`config.mk`:
```
export PLATFORM = sky130hd
export DESIGN_NAME = cordic_phase_ctrl
export DESIGN_NICKNAME = d
export VERILOG_FILES = /design/src/rtl/cordic_phase_ctrl.sv
export SDC_FILE = /design/constraint.sdc
export NUM_CORES = 1
export LEC_CHECK = 0
export BUFFER_PORTS_ARGS = -buffer_cell sky130_fd_sc_hd__clkbuf_2
export CAP_MARGIN = 20
export CORE_ASPECT_RATIO = 1.2
export CORE_MARGIN = 2
export CORE_UTILIZATION = 45
export CTS_CLUSTER_SIZE = 30
export DETAILED_ROUTE_END_ITERATION = 16
export MAX_ROUTING_LAYER = met4
export PLACE_DENSITY = 0.72
export RECOVER_POWER = 100
export SYNTH_ARGS = -nofsm -noshare
export SYNTH_HDL_FRONTEND = slang
export SYNTH_SLANG_ARGS = --single-unit
```
`constraint.sdc`:
```
create_clock -name clock -period 3.4 [get_ports clock]
set_clock_uncertainty 0.1 [all_clocks]
set_input_delay 0.17 -clock clock [delete_from_list [all_inputs] [get_ports clock]]
set_output_delay 0.17 -clock clock [all_outputs]
set_load 0.03 [all_outputs]
```
`src/rtl/cordic_phase_ctrl.sv`:
```
// NCO front end for the sine_cosine CORDIC: phase accumulator, angle issue,
// latency-matched valid tracking and result capture.
module cordic_phase_ctrl #(
    parameter int DATA_WIDTH  = 16,
    parameter int ANGLE_WIDTH = 32,
    parameter int LATENCY     = 16,
    parameter int AMPLITUDE   = 19896
) (
    input  logic                         clock,
    input  logic                         reset,
    input  logic                         cfg_valid,
    output logic                         cfg_ready,
    input  logic [ANGLE_WIDTH-1:0]       cfg_fcw,
    input  logic [ANGLE_WIDTH-1:0]       cfg_phase,
    input  logic                         enable,
    output logic [ANGLE_WIDTH-1:0]       angle,
    output logic [DATA_WIDTH-1:0]        Xin,
    output logic [DATA_WIDTH-1:0]        Yin,
    input  logic signed [DATA_WIDTH:0]   cordic_cos,
    input  logic signed [DATA_WIDTH:0]   cordic_sin,
    output logic                         out_valid,
    output logic signed [DATA_WIDTH:0]   out_cos,
    output logic signed [DATA_WIDTH:0]   out_sin,
    output logic                         busy
);

    typedef enum logic [1:0] {
        S_IDLE,
        S_RUN,
        S_DRAIN
    } state_t;

    state_t r_state;
    state_t w_next;
    logic   w_load;
    logic   w_issue;
    logic   w_pend;

    logic [ANGLE_WIDTH-1:0] r_phase;
    logic [ANGLE_WIDTH-1:0] r_fcw;
    logic [ANGLE_WIDTH-1:0] r_angle;

    // r_issue_d marks the cycle the angle register holds a fresh angle;
    // the pipe behind it spans the CORDIC latency.
    logic                   r_issue_d;
    logic [LATENCY-1:0]     r_vpipe;
    logic [LATENCY-1:0]     w_vlow;

    logic                   r_out_valid;
    logic signed [DATA_WIDTH:0] r_out_cos;
    logic signed [DATA_WIDTH:0] r_out_sin;

    // Top pipe bit is excluded so IDLE coincides with the last out_valid.
    assign w_vlow = r_vpipe << 1;
    assign w_pend = r_issue_d | (|w_vlow);

    always_comb begin
        w_next  = r_state;
        w_load  = 1'b0;
        w_issue = 1'b0;
        unique case (r_state)
            S_IDLE: begin
                if (cfg_valid) begin
                    w_load = 1'b1;
                end else if (enable) begin
                    w_next = S_RUN;
                end
            end
            S_RUN: begin
                if (enable) begin
                    w_issue = 1'b1;
                end else begin
                    w_next = S_DRAIN;
                end
            end
            S_DRAIN: begin
                if (enable) begin
                    w_issue = 1'b1;
                    w_next  = S_RUN;
                end else if (!w_pend) begin
                    w_next = S_IDLE;
                end
            end
            default: w_next = S_IDLE;
        endcase
    end

    always_ff @(posedge clock) begin
        if (reset) begin
            r_state     <= S_IDLE;
            r_phase     <= '0;
            r_fcw       <= '0;
            r_angle     <= '0;
            r_issue_d   <= 1'b0;
            r_vpipe     <= '0;
            r_out_valid <= 1'b0;
            r_out_cos   <= '0;
            r_out_sin   <= '0;
        end else begin
            r_state   <= w_next;
            r_issue_d <= w_issue;
            r_vpipe   <= (r_vpipe << 1) | LATENCY'(r_issue_d);
            if (w_load) begin
                r_fcw   <= cfg_fcw;
                r_phase <= cfg_phase;
            end
            if (w_issue) begin
                r_angle <= r_phase;
                r_phase <= r_phase + r_fcw;
            end
            r_out_valid <= r_vpipe[LATENCY-1];
            if (r_vpipe[LATENCY-1]) begin
                r_out_cos <= cordic_cos;
                r_out_sin <= cordic_sin;
            end
        end
    end

    assign cfg_ready = (r_state == S_IDLE);
    assign busy      = (r_state != S_IDLE);
    assign angle     = r_angle;
    assign Xin       = DATA_WIDTH'(AMPLITUDE);
    assign Yin       = '0;
    assign out_valid = r_out_valid;
    assign out_cos   = r_out_cos;
    assign out_sin   = r_out_sin;

endmodule

```
### After elaboration in Yosys (flattened, before gate mapping)

Index checks and enable logic that the tools add are counted.

* register bits: 150
* bits of input ports: 102
* output and inout port bits: 101
* logic and storage cells: 36

* add/sub/neg operators: 1
* eq/ne operators: 6
* mux-type cells: 12
* reduce and logical (&&, ||, !) cells: 6
* bitwise gates (word level): 2

Operators with widths (number)
* 32-bit two-way mux: 2
* 32-bit adder: 1
* 16-bit by 1-bit bitwise OR with 16-bit output: 1
* 15-bit OR reduction: 1
* 2-bit two-way mux: 5
* 2-bit case mux with 3 select lines: 1
* 1-bit two-way mux: 4
* 2-bit != test, second input constant: 2
* 4-bit AND reduction: 1
* 2-bit nonzero test: 2
* 3-bit != test, second input constant: 1
* 2-bit by 1-bit equality test with 1-bit output, second input constant: 1
* 2-bit equality test, second input constant: 1
* 2-bit logical NOT: 1
* 2-bit by 1-bit != test with 1-bit output, second input constant: 1
* 2-bit OR reduction: 1
* 1-bit bitwise OR: 1

### Depth between registers and ports, before layout

Gate-level depths: netlist of run 1.

* depth in word-level cells: 5
* mapped depth: 10

### Least setup slack after synthesis of run 1

OpenSTA, ideal clock, no wires.

* path kind: register to register
* start: register r_phase[0]
* end: register r_phase[30]
* data required time: 3.221 ns
* buffers on the path: 0
* clock period less this slack: 3.182 ns
* slack: 0.218 ns
* library setup time: 0.079 ns
* stages on the path, launching flop included: 11
* arrival time: 3.003 ns
* path through: dfxtp_1 ha_1 fa_1 a211o_1 a2111o_1 a311o_1 o311a_1 o41ai_2 a21oi_1 o2111a_1 a211oi_2

* longest elaborated chain between the ends: 2

Ends and longest elaborated chain
* start, declared: RTL line 39 `logic [ANGLE_WIDTH-1:0] r_phase;`
* start signal, assigned: RTL line 105 `r_phase <= cfg_phase;`
* start signal, assigned: RTL line 109 `r_phase <= r_phase + r_fcw;`
* 32-bit adder: RTL line 109
* 32-bit two-way mux: RTL line 107 `if (w_issue) begin`

No other way between the ends.
A chain may end at the register's enable or synchronous reset.

### Worst setup path after layout of run 1

Ends and elaborated chain as after synthesis.

==> results.tsv, run 1 <==
stage	metric	value	unit
cts	cts.sinks	150	
cts	cts_buffer_depth	2	
timing	period_needed	3280	ps
timing	period_share	0.965	
worst_hold_path	min_path_type	input pin to flop	
floorplan	fp.dieW	121	um
floorplan	die_y	144	um
pwr	ir_drop	0.000366	V
final_layout	antenna_cells_inserted	0	
placement	io_buffers	170	
critical_path	path_buf_inv	0	
pwr	p_sw	1420	uW
timing	finalMaxSlewViolations	127	
run_status	violations	capacitance limit, slew limit	
placement	post-dp-hpwl	13400	um
final_layout	design_area	9730	um2
cts	clockRootBuffer	clkbuf_16	
pwr	clkPwrFrac	0.419	
critical_path	critPathKind	flop to flop	
floorplan	die_area	17400	um2
critical_path	crit_arrival	3540	ps
critical_path	cpPeakStageDelay	380	ps
synthesis	async_flop_share	0	
cts	cts_buffers	17	
global_route	grt-ovfl-total	0	
timing	hold_ws	16.7	ps
pwr	pwr-share-comb	0.184	
timing	slew-limit-headroom	-0.300	
routing	wl_per_cell	14.8	um
timing	fmax	0.305	GHz
final_layout	utilization	0.605	
routing	ant_nets	0	
routing	drt_pre_antenna_iters	6	
synthesis	synth_edf_count	0	
timing	worst_pin_slew	1950	ps
critical_path	cp.depth	10	
routing	routed-via-count	6966	
synthesis	synth_top_area_frac	0.409	
synthesis	synth_cell_types	62	
critical_path	slowest_stage	a2111o_1	
routing	drcViolationCount	0	
critical_path	cp-end-kind	flop	
routing	dr_wl_met2	10200	um
flow_run	maxCapViolations	3	
routing	routed-wl-met3	970	um
critical_path	cp_top_family	compound AO/OA/AOI/OAI gates	
placement	place.gp.congestion	0.874	
final_layout	final_nets	1268	
synthesis	ys.flop_type	dfxtp_1	
critical_path	cp_cell_sequence	ha_4 > fa_2 > a211o_1 > a2111o_1 > a311o_1 > o311a_1 > o41ai_2 > a21oi_1 > o2111a_1 > a211oi_2	
synthesis	synth_area	7350	um2
critical_path	reg2regPathDepth	10	
timing	setup_viol	0	
synthesis	synthTopCellsByCount	nand2_1, dfxtp_1, a21oi_1	
cts	worstSkewPairLatency	430	ps
pwr	powerDensity	498	nW/um2
routing	drtIter0Drc	372	
timing	rsz0062_at_grt	true	
routing	via_per_inst	5.14	
timing	hold_violations	0	
pwr	intPower	3430	uW
global_route	grt_pass1_vias	6844	
floorplan	row_count	51	
critical_path	cp_max_fo	4	
worst_hold_path	min_delay_path_depth	4	
synthesis	syn_area_per_cell	8.29	um2
synthesis	synth.most_common_cell	nand2_1	
global_route	antenna_found_initial	0	
placement	dpl-instance-area	8220	um2
synthesis	ys_warn_count	0	
critical_path	cp_data_required_time	3660	ps
synthesis	synth_area_leaders	dfxtp_1, nand2_1, a21oi_1, ha_1, mux2i_1	
cts	cts_htree_levels	4	
floorplan	core_area	16100	um2
synthesis	synthCells	887	
synthesis	synth_seq_cells	150	
synthesis	ys_seq_area_frac	0.409	
routing	totalWireLength	20000	um
global_route	grt_start_max_net_pins	65	
pwr	swShare	0.293	
cts	clk_pin_slew	70	ps
global_route	grt.total_usage	0.236	
final_layout	area_delta_synth_final	32.4	%
global_route	grt_pass1_wl	32000	um
routing	wl_met1	8420	um
critical_path	crit_path_start_kind	flop	
pwr	p_total	4850	uW
run_status	outcome	finished, violations left	
floorplan	initial_core_util	0.457	
routing	maxUsedRoutingLayer	met4	
synthesis	synth_top_cell_by_area	dfxtp_1	
pwr	p_leak	0.00411	uW
pwr	pwr-share-seq	0.397	
cts	cts_tree	done	
floorplan	num_io_pins	203	
final_layout	layout-drive-gt1-share	0.146	
-- cells by family after synthesis --
group | Yosys count | synth area share
AO/OA/AOI/OAI | 198 | 0.177
XOR/XNOR | 24 | 0.0286
adder cells (fa/ha/maj) | 37 | 0.0640
buffers and inverters | 96 | 0.0698
flip-flops | 150 | 0.409
multiplexers | 39 | 0.0531
other | 2 | 0.00102
AND/OR/NAND/NOR | 341 | 0.198
-- power by group through the flow --
stage / Sequential (uW) / Combinational, uW / Clock [uW]
2_1_floorplan: 1960 / 602 / 0
3_3_place_gp: 1960 / 786 / 0
3_5_place_dp: 1960 / 796 / 0
4_1_cts: 1920 / 884 / 2060
5_1_grt: 1940 / 985 / 2140
6_report: 1920 / 890 / 2030
-- what timing repair did --
| item | in CTS | in global routing |
|---|---|---|
| setup buffers | 0 | 3 |
| hold endpoints to repair | 92 | 0 |
| resized for setup | 1 | 8 |
| hold buffers | 92 | 0 |
| endpoints found under the setup margin | 2 | 6 |
| pin swaps | 1 | 4 |
| cloned | 0 | 0 |
-- sequential cells by signal (all words and copies together), names as in the netlist --
name / count
r_state: 2
angle: 32
out_cos: 17
out_sin: 17
r_fcw: 32
out_valid: 1
r_phase: 32
r_issue_d: 1
r_vpipe: 16
-- final timing paths --
check                           slack, ps          start           to
worst max-delay path                  120     r_phase[0]  r_phase[30]
worst min-delay path                   20  cfg_phase[28]  r_phase[28]
worst max register to register        120     r_phase[0]  r_phase[30]
worst min register to register        350      angle[30]    angle[30]
-- routing by layer --
layer	track usage	up-vias
met5	-	-
li1	-	3472
met4	0.0692	0
met3	0.0517	33
met2	0.419	197
met1	0.267	3264
-- per-stage QoR --
| stage | setup TNS [ps] | setup slack [ps] | cells |
|---|---|---|---|
| after floorplan | 0 | 218 | 917 |
| after global placement | 0 | 51.5 | 1227 |
| after detailed placement | -33.9 | -33.9 | 1227 |
| after CTS | 0 | 40.5 | 1351 |
| after global routing | -14.8 | -14.8 | 1354 |
| final | 0 | 118 | 1354 |
-- cell usage in the layout, fill, tap and decap left out, drive strengths merged, types with 4 or more instances in the layout --
cell         count
nand2          205
clkbuf         190
dfxtp          150
a21oi           96
dlygate4sd3     92
nor2            70
mux2i           39
ha              36
conb            32
inv             23
a311oi          22
xnor2           19
nor2b           19
o21ai           14
a21o            14
buf             12
and3            10
a211oi           9
o21bai           6
and2             6
xor2             5
nor4             5
nor3             5
nand3            5
nand3b           4
nand2b           4
o211ai           4
-- cell type report --
cell class	count	area (um2)
Fill cell	1425	6350
Multi-Input combinational cell	671	3980
Sequential cell	150	3000
Tap cell	212	265
Clock buffer	18	439
Clock inverter	14	198
Timing Repair Buffer	276	1800
Inverter	13	48.8
-- tightest hold or removal path: cells and delay by family --
family          cells  cell delay (ps)
simple gates        1               50
buf+inv             1               90
compound gates      2              180
(Power assumes the default switching activity.)
==> run 2: changes to the inputs <==
Settings changed: CORE_UTILIZATION 45 to 48, PLACE_DENSITY 0.72 to 0.76.
==> results.tsv, run 2 (synthesis results as in run 1) <==
stage	metric	value	unit
critical_path	path_buf_inv	1	
final_layout	regArea	3010	um2
pwr	p_leak	0.00414	uW
final_layout	final_common_cell	nand2_1	
global_route	antenna_found_initial	0	
critical_path	crit_path_start_kind	flop	
routing	drcViolationCount	0	
run_status	violations	capacitance limit, slew limit, setup timing	
global_route	grt_pass1_wl	31700	um
global_route	grt-ovfl-total	0	
timing	slew-limit-headroom	-0.269	
routing	drtIter0Drc	403	
floorplan	fp.dieW	117	um
placement	pre_cts_ws	-30.1	ps
global_route	grt_pass1_vias	6876	
timing	period_share	1.00	
timing	setup_viol	1	
critical_path	slowest_stage	a2111o_1	
cts	worstSkewPairLatency	430	ps
final_layout	final_nets	1269	
routing	totalWireLength	19600	um
placement	post-dp-hpwl	12600	um
timing	rsz0062_at_grt	true	
timing	worst_pin_slew	1900	ps
placement	place.gp.congestion	0.888	
timing	layout_setup_ws	-12.1	ps
routing	ant_nets	0	
final_layout	antenna_cells_inserted	0	
floorplan	row_count	49	
cts	cts_htree_levels	4	
cts	cts.sinks	150	
pwr	swShare	0.282	
final_layout	layout-drive-gt1-share	0.151	
flow_run	maxCapViolations	2	
cts	cts_tree	done	
routing	drt_pre_antenna_iters	7	
floorplan	initial_core_util	0.491	
timing	finalSetupTns	-12.1	ps
pwr	ir_drop	0.000312	V
cts	clockRootBuffer	clkbuf_16	
timing	hold_violations	0	
timing	period_needed	3410	ps
pwr	pwr-share-seq	0.394	
final_layout	layout_common_cells	nand2_1, dfxtp_1, clkbuf_2, a21oi_1, dlygate4sd3_1	
routing	routed-via-count	6994	
pwr	clkPwrFrac	0.421	
global_route	grt.total_usage	0.249	
cts	clk_pin_slew	60	ps
cts	cts_buffers	17	
timing	finalMaxSlewViolations	130	
critical_path	cp-end-kind	flop	
pwr	p_total	4880	uW
critical_path	critPathKind	flop to flop	
run_status	outcome	finished, violations left	
timing	hold_ws	17.7	ps
worst_hold_path	min_path_type	input pin to flop	
critical_path	cp_cell_sequence	ha_4 > fa_2 > a211o_1 > a2111o_1 > a311o_1 > o311a_1 > o41ai_4 > buf_4 > nand2_2 > xor2_1 > o2bb2ai_1	
critical_path	cpPeakStageDelay	400	ps
routing	via_per_inst	5.19	
routing	wl_per_cell	14.6	um
floorplan	num_io_pins	203	
final_layout	area_delta_synth_final	33.1	%
critical_path	crit_arrival	3620	ps
pwr	powerDensity	499	nW/um2
global_route	grt_start_max_net_pins	94	
pwr	pwr-share-comb	0.185	
critical_path	cp_max_fo	4	
cts	cts_buffer_depth	2	
pwr	p_sw	1380	uW
pwr	intPower	3500	uW
floorplan	core_area	15000	um2
final_layout	multi_input_area	4000	um2
floorplan	die_area	16300	um2
critical_path	cp_data_required_time	3610	ps
critical_path	cp_top_family	compound AO/OA/AOI/OAI gates	
timing	fmax	0.293	GHz
floorplan	die_y	140	um
placement	io_buffers	170	
final_layout	fillers	1301	
-- run 2: cell types whose count changed in the layout (fill, tap and decap cells not counted), sizes merged --
cell,change
clkinv,+3
bufinv,+1
inv,-6
buf,+3
-- run 2: worst reg2reg max path, delay by kind of cell, from the launching register on --
family	cells	cell delay, ps
buf+inv	1	180
flops	1	340
compound gates	6	1970
simple gates	1	50
xor+xnor	1	140
fa+ha+maj	2	540
-- run 2: metal layers --
layer,vias to the layer above,part of all wire,routed length (um),global-route usage
met5,-,0,0,-
met4,0,0.020,399,0.0929
met3,32,0.048,933,0.0444
met2,235,0.51,10100,0.416
met1,3247,0.42,8210,0.295
li1,3480,-,-,-
-- run 2: power groups by stage --
stage / Combinational (uW) / Clock, uW / Sequential (uW)
6_report: 901 / 2060 / 1930
5_1_grt: 997 / 2160 / 1940
4_1_cts: 885 / 2090 / 1920
3_5_place_dp: 795 / 0 / 1960
3_3_place_gp: 783 / 0 / 1960
2_1_floorplan: 602 / 0 / 1960
-- run 2: metrics by stage --
step	std cells	util	instance area (um2)
after floorplan	917	-	7460
after global placement	1219	0.550	8220
after detailed placement	1219	0.550	8220
after CTS	1343	0.654	9790
after global routing	1347	0.654	9780
final	1347	0.654	9780
-- run 2: final timing paths --
kind,start,endpoint,slack [ps],depth (start not counted)
max,r_phase[0],r_phase[26],-10,11
min,cfg_phase[10],r_phase[10],20,4
max reg2reg,r_phase[0],r_phase[26],-10,11
min reg2reg,angle[13],angle[13],350,2
-- run 2: final cells by class --
class / count / area share
well taps: 204 / 0.0261
inverters: 13 / 0.00499
clock inverters: 12 / 0.0196
flip-flops and latches: 150 / 0.307
repair buffers: 277 / 0.187
clock buffers: 20 / 0.0467
multi-input cells: 671 / 0.409
-- run 2: repair_timing --
action	CTS	global route
resized for setup	0	11
hold buffers	92	0
setup endpoints to repair	1	6
endpoints found under the hold margin	92	0
buffers inserted	0	4
pin swaps	1	6
